$ cat src/rtl/berzerk_input_cond.sv
// Player-control conditioner for the berzerk core: synchronises and debounces
// the joystick/coin inputs, removes opposing directions and turns either coin
// source into a single fixed-width, rate-limited credit pulse.
module berzerk_input_cond #(
    parameter int unsigned TICK_DIV = 40000,
    parameter int unsigned DEB_N    = 4,
    parameter int unsigned COIN_ON  = 2000000,
    parameter int unsigned COIN_GAP = 2000000
) (
    input  logic       clk_sys,
    input  logic       reset,
    input  logic [7:0] joy_in,
    input  logic       coin_ext,
    output logic       right1,
    output logic       left1,
    output logic       down1,
    output logic       up1,
    output logic       fire1,
    output logic       start1,
    output logic       start2,
    output logic       coin1,
    output logic       coin_busy
);

    localparam int unsigned NB = 9;
    localparam int unsigned DW = 4;
    localparam int unsigned CW = 21;
    localparam int unsigned PW = (TICK_DIV > 1) ? $clog2(TICK_DIV) : 1;

    // Parameter range guards, evaluated at elaboration
    if (DEB_N < 1 || DEB_N > 15) begin : g_chk_deb
        $error("DEB_N must be in 1..15");
    end
    if (COIN_ON < 1 || COIN_ON > 32'(2 ** CW)) begin : g_chk_on
        $error("COIN_ON must be in 1..2^21");
    end
    if (COIN_GAP < 1 || COIN_GAP > 32'(2 ** CW)) begin : g_chk_gap
        $error("COIN_GAP must be in 1..2^21");
    end
    if (TICK_DIV < 1) begin : g_chk_tick
        $error("TICK_DIV must be at least 1");
    end

    typedef enum logic [1:0] {
        C_IDLE    = 2'd0,
        C_PULSE   = 2'd1,
        C_GAP     = 2'd2,
        C_RELEASE = 2'd3
    } coin_state_t;

    logic [NB-1:0] raw_c;
    logic [NB-1:0] sync1_q;
    logic [NB-1:0] sync2_q;
    logic [PW-1:0] pre_q;
    logic          tick_c;
    logic [DW-1:0] deb_cnt_q [NB];
    logic [NB-1:0] stable_q;
    logic          cs_c;
    coin_state_t   coin_state_q;
    logic [CW-1:0] coin_cnt_q;

    // Bit 8 carries the external coin button alongside the joystick byte
    assign raw_c  = {coin_ext, joy_in};
    assign tick_c = (pre_q == PW'(TICK_DIV - 1));
    assign cs_c   = stable_q[7] | stable_q[8];

    // Two-flop synchroniser for all raw inputs
    always_ff @(posedge clk_sys) begin
        if (reset) begin
            sync1_q <= '0;
            sync2_q <= '0;
        end else begin
            sync1_q <= raw_c;
            sync2_q <= sync1_q;
        end
    end

    // Debounce sample prescaler; tick is the cycle on which it wraps
    always_ff @(posedge clk_sys) begin
        if (reset) begin
            pre_q <= '0;
        end else if (tick_c) begin
            pre_q <= '0;
        end else begin
            pre_q <= pre_q + PW'(1);
        end
    end

    // Per-bit debounce: accept a new level after DEB_N consecutive differing ticks
    always_ff @(posedge clk_sys) begin
        if (reset) begin
            for (int unsigned i = 0; i < NB; i++) begin
                deb_cnt_q[i] <= '0;
            end
            stable_q <= '0;
        end else if (tick_c) begin
            for (int unsigned i = 0; i < NB; i++) begin
                if (sync2_q[i] != stable_q[i]) begin
                    if (deb_cnt_q[i] == DW'(DEB_N - 1)) begin
                        stable_q[i]  <= sync2_q[i];
                        deb_cnt_q[i] <= '0;
                    end else begin
                        deb_cnt_q[i] <= deb_cnt_q[i] + DW'(1);
                    end
                end else begin
                    deb_cnt_q[i] <= '0;
                end
            end
        end
    end

    // Registered player outputs; an opposing pair held together cancels out
    always_ff @(posedge clk_sys) begin
        if (reset) begin
            right1 <= 1'b0;
            left1  <= 1'b0;
            down1  <= 1'b0;
            up1    <= 1'b0;
            fire1  <= 1'b0;
            start1 <= 1'b0;
            start2 <= 1'b0;
        end else begin
            right1 <= stable_q[0] & ~stable_q[1];
            left1  <= stable_q[1] & ~stable_q[0];
            down1  <= stable_q[2] & ~stable_q[3];
            up1    <= stable_q[3] & ~stable_q[2];
            fire1  <= stable_q[4];
            start1 <= stable_q[5];
            start2 <= stable_q[6];
        end
    end

    // Coin FSM: one fixed pulse per press, then a forced gap, then wait for release
    always_ff @(posedge clk_sys) begin
        if (reset) begin
            coin_state_q <= C_IDLE;
            coin_cnt_q   <= '0;
            coin1        <= 1'b0;
            coin_busy    <= 1'b0;
        end else begin
            case (coin_state_q)
                C_IDLE: begin
                    coin1 <= 1'b0;
                    if (cs_c) begin
                        coin_state_q <= C_PULSE;
                        coin_cnt_q   <= CW'(COIN_ON - 1);
                        coin_busy    <= 1'b1;
                    end
                end
                C_PULSE: begin
                    coin1 <= 1'b1;
                    if (coin_cnt_q == '0) begin
                        coin_state_q <= C_GAP;
                        coin_cnt_q   <= CW'(COIN_GAP - 1);
                    end else begin
                        coin_cnt_q <= coin_cnt_q - CW'(1);
                    end
                end
                C_GAP: begin
                    coin1 <= 1'b0;
                    if (coin_cnt_q == '0) begin
                        coin_state_q <= C_RELEASE;
                    end else begin
                        coin_cnt_q <= coin_cnt_q - CW'(1);
                    end
                end
                C_RELEASE: begin
                    coin1 <= 1'b0;
                    if (!cs_c) begin
                        coin_state_q <= C_IDLE;
                        coin_busy    <= 1'b0;
                    end
                end
                default: begin
                    coin_state_q <= C_IDLE;
                    coin1        <= 1'b0;
                    coin_busy    <= 1'b0;
                end
            endcase
        end
    end

endmodule

$ cat config.mk
export PLATFORM = sky130hd
export DESIGN_NAME = berzerk_input_cond
export DESIGN_NICKNAME = d
export VERILOG_FILES = /design/src/rtl/berzerk_input_cond.sv
export SDC_FILE = /design/constraint.sdc
export NUM_CORES = 1
export LEC_CHECK = 0
export ABC_AREA = 0
export BUFFER_PORTS_ARGS = -buffer_cell sky130_fd_sc_hd__buf_4
export CORE_UTILIZATION = 34
export DETAILED_ROUTE_END_ITERATION = 8
export PLACE_DENSITY = 0.51
export SYNTH_ARGS = -nofsm -noshare
export SYNTH_HDL_FRONTEND = slang
export SYNTH_SLANG_ARGS = --single-unit
$ cat constraint.sdc
create_clock -name clk_sys -period 5 [get_ports clk_sys]
set_clock_uncertainty 0.2 [all_clocks]
set_input_delay 1 -clock clk_sys [delete_from_list [all_inputs] [get_ports clk_sys]]
set_output_delay 1 -clock clk_sys [all_outputs]
set_load 0.005 [all_outputs]
==> summary.txt, run 1 <==
Floorplan
  • Top Ports: 20
  • CORE AREA: 14500 um^2
  • Starting Density: between 30% and 40%
  • Die Width: approximately 120 um
  • Die area: 15300 um^2
  • Die H: 124 um
  • Row cnt: 44

Placed design
  • Area post-placement: between 5000 and 6000 um^2
  • Placed Cells: 682
  • Port Buffer Count: 19
  • Placer Congestion: ~0.75
  • Worst slack, placed: 1520 ps
  • Post-DP HPWL: between 6 and 7 mm

Pwr
  • Static leakage: 2.19 nW
  • IR drop worst, VDD: 0.243 mV
  • P per Cell Area: 480 nW/um^2
  • Power Total: 2.70 mW

Timing
  • Top achievable clock speed: around 320 MHz
  • Final setup margin: roughly 1900 ps
  • Final setup violation count: 0
  • Min cycle time layout: approximately 3100 ps
  • Final hold vios: 0
  • Period utilisation layout: between 60 and 70%
  • RSZ-0062 raised after global routing: no
  • Max Slew Vio Count: 0
  • Max_slew headroom: a little over a fifth
  • Hold WS: ~240 ps
  • Worst Tran Pin Value: 1170 ps
  • Setup tns final: 0 ps

Synth
  • Synth unique cells: 52
  • Seq/Total Area, Yosys: 51.1%
  • Synthesized Nets: ~520
  • Number of synthesized flops with an enable pin: 36
  • Yosys warning count: 0
  • Syn_area_per_cell: slightly above 10 um^2
  • Synth Register Bits: 111
  • Mapped Cells: approximately 490
  • Synth top area share: 29.7%
  • Asr flop ratio synth: 0%
  • Synth area leaders: dfxtp_1 (30%), edfxtp_1 (21%), nor2_1 (5.9%), xnor2_1 (4.5%), ha_1 (4.0%)
  • Synthesized cell area: between 5000 and 6000 um^2
  • Synth area leader: dfxtp_1
  • Dominant synthesized flop cell: dfxtp_1

Hold path
  • Hold/Removal Path Class: register to register

Worst setup path
  • Worst setup SP type: register
  • Worst Path Required: approximately 4800 ps
  • CP max FO: 28
  • Crit end category: register
  • WP data arrival: between 2000 and 3000 ps
  • Crit path largest cell delay: 920 ps
  • Critical path's slowest cell: nand2_1
  • Crit path buffers/inverters: 0
  • CP delay by family, top: simple AND/OR/NAND/NOR gates
  • Worst-path cell chain: or4b_4, nor3_4, nand2_4, nand2_1
  • Critical setup path kind: register to register

Clock tree
  • Root buffer cell: clkbuf_16
  • Clock Path Buffers: 2
  • Post-CTS Hold Buffers: 0
  • Clock latency on the worst-skew pair: 350 ps
  • H-tree depth: 3
  • CTS tree: done
  • CTS sink cnt: about 110
  • Postcts setup bufs: 0
  • CTS resizes: 0
  • Clk slew on worst S/H paths: ~70 ps
  • Clock buffer count from CTS: 9

Detailed routing
  • Detailed Routing Iterations Pass 1: 4
  • DRT antenna net count: 0
  • DRC Markers: 0
  • WL final: 9.61 mm
  • 1st-iter DRT viols: 200
  • Mean routed wirelength per cell: around 14 um
  • Via density per instance: 5.01
  • Vias: 3496

Global route
  • First-pass GRT wire length: 16.1 mm
  • Grt ovf: 0
  • Antenna violations before repair: 0
  • Largest net degree at the start of global routing: 54
  • Vias in the first global route: ~3.3k
  • Gr usage total: around 14%

Cells and area
  • Layout cells sized above 1: between 10% and 20%
  • Antenna cell count: 0
  • Fillers: 1470
  • Post-route insts no fill: roughly 700
  • Storage cell area: around 2600 um^2
  • Layout Area Growth over Synthesis: 11.5%
  • Multi-input logic area: 2310 um^2
  • Finished Cell Area: 5630 um^2
  • # nets final: between 500 and 600
  • Final Util: between 30% and 40%

Outcome
  • Status: complete, no violations

Flow run
  • Max cap viols: 0
flip-flops by register name, indices dropped and copies added, names as in the netlist, 2 cells and up:
register / count
coin_state_q: 2
stable_q: 9
coin_cnt_q: 21
sync2_q: 9
sync1_q: 9
deb_cnt_q: 36
pre_q: 16
placed cells by master (no fill, tap or decap), types with 5 or more instances in the layout:
cell type	count
a21oi_1	19
and3_1	6
buf_4	20
clkbuf_16	9
dfxtp_1	75
edfxtp_1	36
ha_1	16
inv_1	20
mux2i_1	12
nand2_1	13
nand3_1	27
nor2_1	80
nor2b_1	23
nor3_1	6
nor3b_1	16
o21ai_0	15
or3_1	5
or4_1	11
or4_4	6
xnor2_1	26
xor2_1	15
per-layer routing:
| layer | vias up | part of all wire, % | GRT usage (%) |
|---|---|---|---|
| met1 | 1672 | 52 | 18.7 |
| met2 | 29 | 45 | 20.9 |
| met5 | - | 0 | 0 |
| li1 | 1783 | - | - |
| met4 | 0 | 1.6 | 5.87 |
| met3 | 12 | 2.3 | 2.61 |
worst reg2reg max path, cell delays in order, from the launching register on:
cell and delay [ps]:
dfxtp_1 350, or4b_4 560, nor3_4 430, nand2_4 230, nand2_1 920
cell families (layout without fill, tap and decap cells):
group / Yosys count / count (layout) / synth area share [%]
and+or+nand+nor: 212 / 212 / 23.3
DFF: 111 / 111 / 51.1
AOI/OAI and AO/OA: 66 / 66 / 8.97
xor gates and xnor gates: 41 / 41 / 7.11
buffers and inverters: 33 / 56 / 3.10
adders and majority gates: 16 / 16 / 3.96
muxes: 12 / 12 / 2.38
cell usage after synthesis (6+ instances only):
cell      number
nor3b_1       16
or4_4          6
edfxtp_1      36
xor2_1        15
clkbuf_1       7
xnor2_1       26
nor2_1        80
nor2b_1       23
or4_1         11
ha_1          16
nand2_1       13
nor3_1         6
o21ai_0       15
dfxtp_1       75
inv_1         20
and3_1         6
mux2i_1       12
a21oi_1       19
nand3_1       27
report_power, final:
part           internal, mW  switching (mW)  total (mW)  leakage [nW]
sequential             1.01          0.0818        1.09         0.996
clock                 0.357           0.333       0.691         0.140
combinational         0.342           0.583       0.925          1.05
worst paths after layout:
kind | startpoint | endpoint | slack (ps) | depth (start not counted)
worst max-delay path | pre_q[13] | deb_cnt_q[6][3] | 1910 | 4
worst min-delay path | sync1_q[3] | sync2_q[3] | 240 | 1
worst max register to register | pre_q[13] | deb_cnt_q[6][3] | 1910 | 4
worst min register to register | sync1_q[3] | sync2_q[3] | 240 | 1
layout make-up:
cell class	instances	area share (%)
timing repair buffer	20	2.67
clock inverter	5	0.689
inverter	20	1.33
clock buffer	11	4.31
tap	184	4.09
multi-input combinational	347	41.0
sequential	111	45.9
Note: power is estimated with default switching activity, not from simulation.
==> run 2: changes to the inputs <==
==> constraint.sdc (replaced) <==
create_clock -name clk_sys -period 3.2 [get_ports clk_sys]
set_clock_uncertainty 0.2 [all_clocks]
set_input_delay 0.64 -clock clk_sys [delete_from_list [all_inputs] [get_ports clk_sys]]
set_output_delay 0.64 -clock clk_sys [all_outputs]
set_load 0.005 [all_outputs]
==> run 2 against run 1 <==
Effect of this change: core utilization increased by 0.41 points; wire length fell by 0.47%; power increased by 58%; clock power grew 55%; largest cell class unchanged.
==> summary.txt, run 2 (synthesized netlist as in run 1, its figures left out) <==
Pwr
  • Internal power: about 2.7 mW
  • P per Cell Area: around 750 nW/um^2
  • Clk network pwr share: between 20% and 30%
  • Switch Pwr: 1.62 mW
  • Sequential Power Share: 39.8%
  • Sw Share: a little under two fifths
  • Comb power frac: between 30% and 40%
  • Static leakage: roughly 2.2 nW
  • IR drop worst, VDD: 0.370 mV

Floorplan
  • CORE AREA: around 15000 um^2
  • Top Ports: 20
  • Row cnt: 44
  • Die H: about 120 um
  • Die Width: between 100 and 150 um
  • Die area: 15300 um^2
  • Starting Density: around a third

Timing
  • Top achievable clock speed: 354 MHz
  • Final setup margin: between 300 and 400 ps
  • Final setup violation count: 0
  • Max Slew Vio Count: 0
  • Period utilisation layout: between 80 and 90%
  • RSZ-0062 raised after global routing: no
  • Final hold vios: 0
  • Hold WS: around 240 ps
  • Worst Tran Pin Value: ~550 ps
  • Min cycle time layout: 2830 ps
  • Max_slew headroom: 63.2%
  • Setup tns final: 0 ps

Hold path
  • Hold/Removal Path Class: register to register

Placed design
  • Placer Congestion: around 0.77
  • Post-DP HPWL: between 6 and 7 mm
  • Worst slack, placed: about 440 ps
  • Area post-placement: about 5400 um^2
  • Port Buffer Count: 19

Detailed routing
  • 1st-iter DRT viols: roughly 160
  • Detailed Routing Iterations Pass 1: 4
  • Vias: roughly 3.5k
  • Mean routed wirelength per cell: 13.5 um
  • DRT antenna net count: 0
  • Via density per instance: 5.00
  • WL final: approximately 9.6 mm
  • DRC Markers: 0

Worst setup path
  • WP data arrival: slightly below 3000 ps
  • Worst setup SP type: register
  • Critical path's slowest cell: or4_1
  • Worst-path cell chain: or4_1, nand4bb_1, o31ai_4, buf_4, o21ai_1, a21oi_1
  • Crit path largest cell delay: about 670 ps
  • Worst Path Required: about 3300 ps
  • CP delay by family, top: simple AND/OR/NAND/NOR gates
  • Crit path buffers/inverters: 1
  • CP max FO: 9
  • Crit end category: register
  • Critical setup path kind: register to register

Clock tree
  • Post-CTS Hold Buffers: 0
  • CTS tree: done
  • H-tree depth: 3
  • Root buffer cell: clkbuf_16
  • Postcts setup bufs: 0
  • CTS resizes: 0
  • Clock latency on the worst-skew pair: between 300 and 400 ps
  • Clock Path Buffers: 2
  • CTS sink cnt: 111
  • Clock buffer count from CTS: 9
  • Clk slew on worst S/H paths: 70 ps

Cells and area
  • Most frequent cells in the layout: nor2_1 (80), dfxtp_1 (75), edfxtp_1 (36), buf_4 (28), nand3_1 (27)
  • Max reg flops: 36
  • Final Util: roughly two fifths
  • Layout Area Growth over Synthesis: 12.7%
  • Layout cells sized above 1: between 10% and 20%
  • Finished Cell Area: approximately 5700 um^2
  • Largest reg by FF count: deb_cnt_q
  • Top Registers: deb_cnt_q: 36 flops, coin_cnt_q: 21 flops, pre_q: 16 flops
  • Commonest non-fill, non-tap cell in the layout: nor2_1
  • # nets final: around 540
  • Antenna cell count: 0

Global route
  • First-pass GRT wire length: around 16 mm
  • Antenna violations before repair: 0
  • Gr usage total: ~14%
  • Largest net degree at the start of global routing: 34
  • Grt ovf: 0
  • Vias in the first global route: 3523

Flow run
  • Max cap viols: 0

Outcome
  • Status: complete, no violations
-- run 2: cell types whose count changed in the layout (fill, tap and decap cells not counted), sizes merged --
cell / change
clkbuf: -1
clkinvlp: +1
buf: +8
-- run 2: worst reg2reg max path, delay by kind of cell (launching register included) --
kind	cells	cell delay (ps)
flops	1	340
compound gates	3	830
simple gates	2	1150
buf+inv	1	240
-- run 2: path summary, 6_finish.rpt --
check / start / endpoint / slack [ps] / cells after the start
min reg2reg: sync1_q[8] / sync2_q[8] / 240 / 1
min: sync1_q[8] / sync2_q[8] / 240 / 1
max: coin_cnt_q[10] / coin_cnt_q[15] / 370 / 6
max reg2reg: coin_cnt_q[10] / coin_cnt_q[15] / 370 / 6
-- run 2: cell type report --
cell class / count / area [um^2]
multi-input combinational: 347 / 2310
timing repair buffer: 28 / 210
sequential: 111 / 2580
tap: 184 / 230
clock inverter: 6 / 52.6
inverter: 20 / 75.1
clock buffer: 10 / 229
fill: 1476 / 8840
-- run 2: layer usage --
metal	vias up	routed length, um	track usage, %
li1	1804	-	-
met1	1689	4710	17.9
met2	25	4430	21.9
met3	15	212	2.34
met4	0	214	7.23
met5	-	0	0
-- run 2: power groups by stage --
stage               Sequential, mW  Clock, mW  Combinational, mW
floorplan                     1.70          0               1.27
global placement              1.72          0               1.47
detailed placement            1.73          0               1.49
CTS                           1.70       1.12               1.50
global route                  1.73       1.17               1.65
finish                        1.70       1.07               1.51
-- run 2: through the flow --
step	std cells	total power [mW]
after global routing	706	4.55
final	706	4.28
after floorplan	491	2.97
after detailed placement	690	3.22
after CTS	706	4.32
after global placement	690	3.19
